**src/rtl/histogram_engine.sv**
```systemverilog
`default_nettype none
// ============================================================================
// Module      : histogram_engine
// Description : Bins samples by their top BIN_W bits into saturating or
//               wrapping counters and dumps the result over a valid/ready stream.
// Revision    : 1.0 - initial release
// ============================================================================
module histogram_engine #(
    parameter int DATA_W    = 8,
    parameter int BIN_W     = 4,
    parameter int CNT_W     = 8,
    parameter int SATURATE  = 1,
    parameter int CLR_ON_RD = 0
) (
    input  logic              clk,
    input  logic              rst_n,
    input  logic              start,
    input  logic              stop,
    input  logic              smp_valid,
    input  logic [DATA_W-1:0] smp_data,
    output logic              out_valid,
    input  logic              out_ready,
    output logic [BIN_W-1:0]  out_bin,
    output logic [CNT_W-1:0]  out_count,
    output logic              out_last,
    output logic              busy,
    output logic              sat,
    output logic [7:0]        drop_cnt
);

    localparam int              NUM_BINS  = 1 << BIN_W;
    localparam logic [CNT_W-1:0] c_CNT_MAX = '1;

    typedef enum logic [1:0] {
        S_IDLE  = 2'd0,
        S_ACCUM = 2'd1,
        S_DUMP  = 2'd2
    } state_t;

    state_t           r_state;
    logic [CNT_W-1:0] r_bins [NUM_BINS];
    logic [BIN_W-1:0] r_out_bin;
    logic             r_out_valid;
    logic             r_busy;
    logic             r_sat;
    logic [7:0]       r_drop_cnt;

    logic [BIN_W-1:0] w_idx;
    logic             w_clear;
    logic             w_accum_hit;
    logic             w_drop;
    logic             w_handshake;
    logic             w_is_last;
    logic             w_unused;

    assign w_idx       = smp_data[DATA_W-1 -: BIN_W];
    // Start is honoured everywhere except DUMP, and a restart beats a same-cycle sample.
    assign w_clear     = start && (r_state != S_DUMP);
    assign w_accum_hit = (r_state == S_ACCUM) && smp_valid && !start;
    assign w_drop      = smp_valid && (r_state != S_ACCUM);
    assign w_handshake = r_out_valid && out_ready;
    assign w_is_last   = (r_out_bin == {BIN_W{1'b1}});
    assign w_unused    = ^smp_data;

    always_ff @(posedge clk or negedge rst_n) begin
        if (!rst_n) begin
            r_state     <= S_IDLE;
            r_out_bin   <= '0;
            r_out_valid <= 1'b0;
            r_busy      <= 1'b0;
        end else begin
            case (r_state)
                S_IDLE: begin
                    if (start) begin
                        r_state <= S_ACCUM;
                        r_busy  <= 1'b1;
                    end
                end
                S_ACCUM: begin
                    if (!start && stop) begin
                        r_state     <= S_DUMP;
                        r_out_bin   <= '0;
                        r_out_valid <= 1'b1;
                    end
                end
                S_DUMP: begin
                    if (w_handshake) begin
                        if (w_is_last) begin
                            r_state     <= S_IDLE;
                            r_out_bin   <= '0;
                            r_out_valid <= 1'b0;
                            r_busy      <= 1'b0;
                        end else begin
                            r_out_bin <= r_out_bin + 1'b1;
                        end
                    end
                end
                default: begin
                    r_state     <= S_IDLE;
                    r_out_bin   <= '0;
                    r_out_valid <= 1'b0;
                    r_busy      <= 1'b0;
                end
            endcase
        end
    end

    always_ff @(posedge clk or negedge rst_n) begin
        if (!rst_n) begin
            for (int i = 0; i < NUM_BINS; i++) r_bins[i] <= '0;
        end else begin
            for (int i = 0; i < NUM_BINS; i++) begin
                if (w_clear) begin
                    r_bins[i] <= '0;
                end else if (w_accum_hit && (w_idx == BIN_W'(i))) begin
                    // Natural CNT_W overflow of the adder gives the wrap behaviour.
                    if ((r_bins[i] != c_CNT_MAX) || (SATURATE == 0))
                        r_bins[i] <= r_bins[i] + 1'b1;
                end else if ((CLR_ON_RD != 0) && w_handshake && (r_out_bin == BIN_W'(i))) begin
                    r_bins[i] <= '0;
                end
            end
        end
    end

    always_ff @(posedge clk or negedge rst_n) begin
        if (!rst_n) begin
            r_sat      <= 1'b0;
            r_drop_cnt <= '0;
        end else begin
            if (w_clear)
                r_sat <= 1'b0;
            else if (w_accum_hit && (r_bins[w_idx] == c_CNT_MAX))
                r_sat <= 1'b1;

            if (w_clear)
                r_drop_cnt <= '0;
            else if (w_drop && (r_drop_cnt != 8'hFF))
                r_drop_cnt <= r_drop_cnt + 8'd1;
        end
    end

    assign out_valid = r_out_valid;
    assign out_bin   = r_out_bin;
    assign out_count = r_bins[r_out_bin];
    assign out_last  = r_out_valid && w_is_last;
    assign busy      = r_busy;
    assign sat       = r_sat;
    assign drop_cnt  = r_drop_cnt;

endmodule
`default_nettype wire

```
**config.mk**
```make
export PLATFORM = sky130hd
export DESIGN_NAME = histogram_engine
export DESIGN_NICKNAME = d
export VERILOG_FILES = /design/src/rtl/histogram_engine.sv
export SDC_FILE = /design/constraint.sdc
export NUM_CORES = 1
export LEC_CHECK = 0
export CAP_MARGIN = 25
export CORE_MARGIN = 8
export CORE_UTILIZATION = 60
export CTS_CLUSTER_DIAMETER = 40
export DETAILED_ROUTE_END_ITERATION = 7
export DONT_BUFFER_PORTS = 1
export PLACE_DENSITY_LB_ADDON = 0.3
export REMOVE_ABC_BUFFERS = 1
export SLEW_MARGIN = 30
export SYNTH_ARGS = -nofsm -noshare
export SYNTH_HDL_FRONTEND = slang
export SYNTH_SLANG_ARGS = --single-unit
```
**constraint.sdc**
```tcl
create_clock -name clk -period 3.06 [get_ports clk]
set_clock_uncertainty 0.05 [all_clocks]
set_input_delay 0.306 -clock clk [delete_from_list [all_inputs] [get_ports clk]]
set_output_delay 0.306 -clock clk [all_outputs]
set_load 0.05 [all_outputs]
```
==> results.yml, run 1 <==
synthesis:
  synthAdderAreaFrac_pct: 2.41
  synth_area_leaders: "dfrtp_1 39%, mux4_2 14%, nor2_1 5.1%"
  synth_ff_type: "dfrtp_1"
  ys_async_sr_fraction_pct: 100
  yosys_warnings: 0
  synth_top_area_share_pct: 38.9
  synth_top_family_by_area: "simple AND/OR/NAND/NOR gates"
  synth.area.mux_share_pct: 15.5
  syn_avg_cell_area_um2: 9.99
  synth_edf_count: 0
  synth_xor_area_share_pct: 8.63
  synth_cells: 934
  ys_types: 61
  ys_seq_area_share_pct: 38.9
  synth_compound_area_share_pct: 8.75
  netlist_area_mm2: 0.00934
  yosys.area.top_type: "dfrtp_1"
  post_synth_and_or_nand_nor_area_fraction_pct: 22.2
  ys_seq_elements: 145
critical_path:
  cp-end-kind: "output port"
  crit_required_ns: 2.70
  cp.arrival_ns: 2.43
  critical_path_class: "flip-flop to output port"
  worstPathMaxFanout: 20
  critPathLaunchType: "flip-flop"
final_layout:
  num_antenna_cells: 0
  layout-drive-gt1-share_pct: 13.3
  area_growth_syn_to_layout_pct: 8.27
  layout.nets: 951
  fin_util_pct: 66.5
  final_common_cell: "dfrtp_1"
  final_cell_mix: "143 x dfrtp_1, 128 x nor2_1, 72 x nand2_1"
timing:
  rsz0062_at_grt: "no"
  finalSetupViolations: 0
  slew_headroom_pct: 48.1
  hold_slack_ns: -0.474
  tightest_slew_ns: 0.776
  max_freq_ghz: 0.359
  finalWorstSetupSlack_ns: 0.272
  slew_viol_final: 0
  fin_crit_sh_pct: 91.1
  hold_viol: 145
  min_period_ns: 2.79
clocking:
  post_cts_resized: 0
  clk_pin_slew_ns: 0.06
  clock_sinks: 145
  root_buffer: "clkbuf_16"
  h-tree-depth: 4
  cts_tree: "built"
  clk_latency_ns: 0.43
  cts_buffer_depth: 2
  cts-buffers-inserted: 17
  cts_setup_buffers: 0
  hold_buffers: 1
placed_design:
  dp_hpwl_um: 16100
  place_ws_ns: 0.675
  gp_congestion: 0.936
  portBuffers: 0
worst_hold_path:
  hold_path.class: "input pin to asynchronous set/reset pin"
floorplanning:
  initial_core_util_pct: 61.4
  row_count: 45
  core_mm2: 0.0152
  dieArea_mm2: 0.0198
  die_x_um: 141
  io_pins: 38
  die_y_um: 141
drt:
  firstDrtPassIters: 6
  vias: 7562
  wl_um: 23900
  drc: 0
  vias_per_cell: 6.76
  antenna_left: 0
  drt_iter0_drc: 1035
  wl_per_cell_um: 21.4
run_status:
  violations: "negative hold slack"
  status: "finished, violations left"
global_routing:
  use_met2_pct: 38.4
  grt.met1_usage_pct: 32.2
  antenna_found_initial: 0
  groute.usage.overall_pct: 25.0
  grt_pass1_vias: 7172
  grt_start_max_net_pins: 146
  gr-total-overflow: 0
  grt_pass1_wl_um: 38900
  top_usage_layer: "met2"
  met3_usage_pct: 6.48
flow_run:
  drv_cap: 0
power:
  max-vdd-ir-drop_uv: 451
  cellLeakagePower_nw: 4.05
  power_density_mw_per_mm2: 506
[power breakdown]
group / internal (mW) / total (mW) / switching, mW
combinational: 0.289 / 0.813 / 0.524
sequential: 1.97 / 2.07 / 0.101
clock: 1.43 / 2.23 / 0.801
[logic make-up (layout without fill, tap and decap cells)]
group / after synthesis / in the layout
AO/OA/AOI/OAI: 121 / 121
buffers and inverters: 72 / 69
AND/OR/NAND/NOR: 414 / 414
multiplexers: 72 / 72
adder cells (fa/ha/maj): 18 / 18
XOR/XNOR: 92 / 92
flip-flops: 145 / 145
[worst paths after layout]
path / startpoint / endpoint / slack, ns / cells past startpoint
worst max-delay path: out_bin[0] / out_count[0] / 0.27 / 3
worst min-delay path: rst_n / r_bins[90] / -0.47 / 0
min in group clk: stop / r_state[0] / 0.06 / 3
worst min register to register: r_bins[111] / r_bins[111] / 0.48 / 1
max in group asynchronous: rst_n / out_bin[1] / 3.15 / 0
worst max register to register: r_state[1] / r_bins[101] / 0.59 / 5
[metal layers]
layer,wire [um],share of wire [%],vias up
li1,-,-,3384
met1,9400,39,3709
met2,11300,47,373
met3,2010,8.4,96
met4,1200,5.0,0
met5,0,0,-
[registers in the layout (all words and copies together) (netlist names)]
signal,flops
out_valid,1
r_state,2
busy,1
r_bins,128
out_bin,4
drop_cnt,8
sat,1
[synthesized netlist by cell type (all sizes together), types with 6 or more instances]
library cell / count
o2111ai: 6
a31o: 6
nand4: 33
and3: 27
xor2: 40
nand2: 72
dfrtp: 145
xnor2: 52
ha: 18
nor3: 28
buf: 39
a21oi: 38
nor4: 11
nand3: 59
mux4: 58
and2: 13
or3: 16
nor2: 129
clkbuf: 12
inv: 21
mux2i: 13
o211ai: 6
o21ai: 33
[layout make-up]
cell class | count | area (um^2)
multi-input combinational | 717 | 5370
tap | 188 | 235
fill | 1155 | 5090
clock buffer | 19 | 433
sequential | 145 | 3630
timing repair buffer | 17 | 168
clock inverter | 12 | 190
inverter | 21 | 78.8
[metrics by stage]
step | hold slack (ns) | setup TNS [ns] | instance area, um^2 | total power [mW] | std cells
2_1_floorplan | -0.0396 | -38.52 | 9080 | 2.66 | 883
5_1_grt | -0.490 | 0 | 10100 | 5.29 | 1119
3_5_place_dp | -0.0331 | 0 | 9470 | 2.91 | 1087
3_3_place_gp | -0.0322 | 0 | 9470 | 2.90 | 1087
4_1_cts | -0.488 | 0 | 10100 | 5.13 | 1119
6_report | -0.474 | 0 | 10100 | 5.11 | 1119
[worst max-delay path, cell delays in order (launching register included)]
cell,delay [ns]
dfrtp_2,0.36
buf_4,0.36
mux4_2,0.61
mux4_2,0.67
(Power assumes the default switching activity.)
==> run 2, diff against run 1 <==
--- a/config.mk
+++ b/config.mk
@@ -13,7 +13,7 @@
 export DONT_BUFFER_PORTS = 1
 export PLACE_DENSITY_LB_ADDON = 0.3
 export REMOVE_ABC_BUFFERS = 1
-export SLEW_MARGIN = 30
+export SLEW_MARGIN = 20
 export SYNTH_ARGS = -nofsm -noshare
 export SYNTH_HDL_FRONTEND = slang
 export SYNTH_SLANG_ARGS = --single-unit
==> results of run 2 <==
Final layout, timing and power as in run 1 (identical DEF).
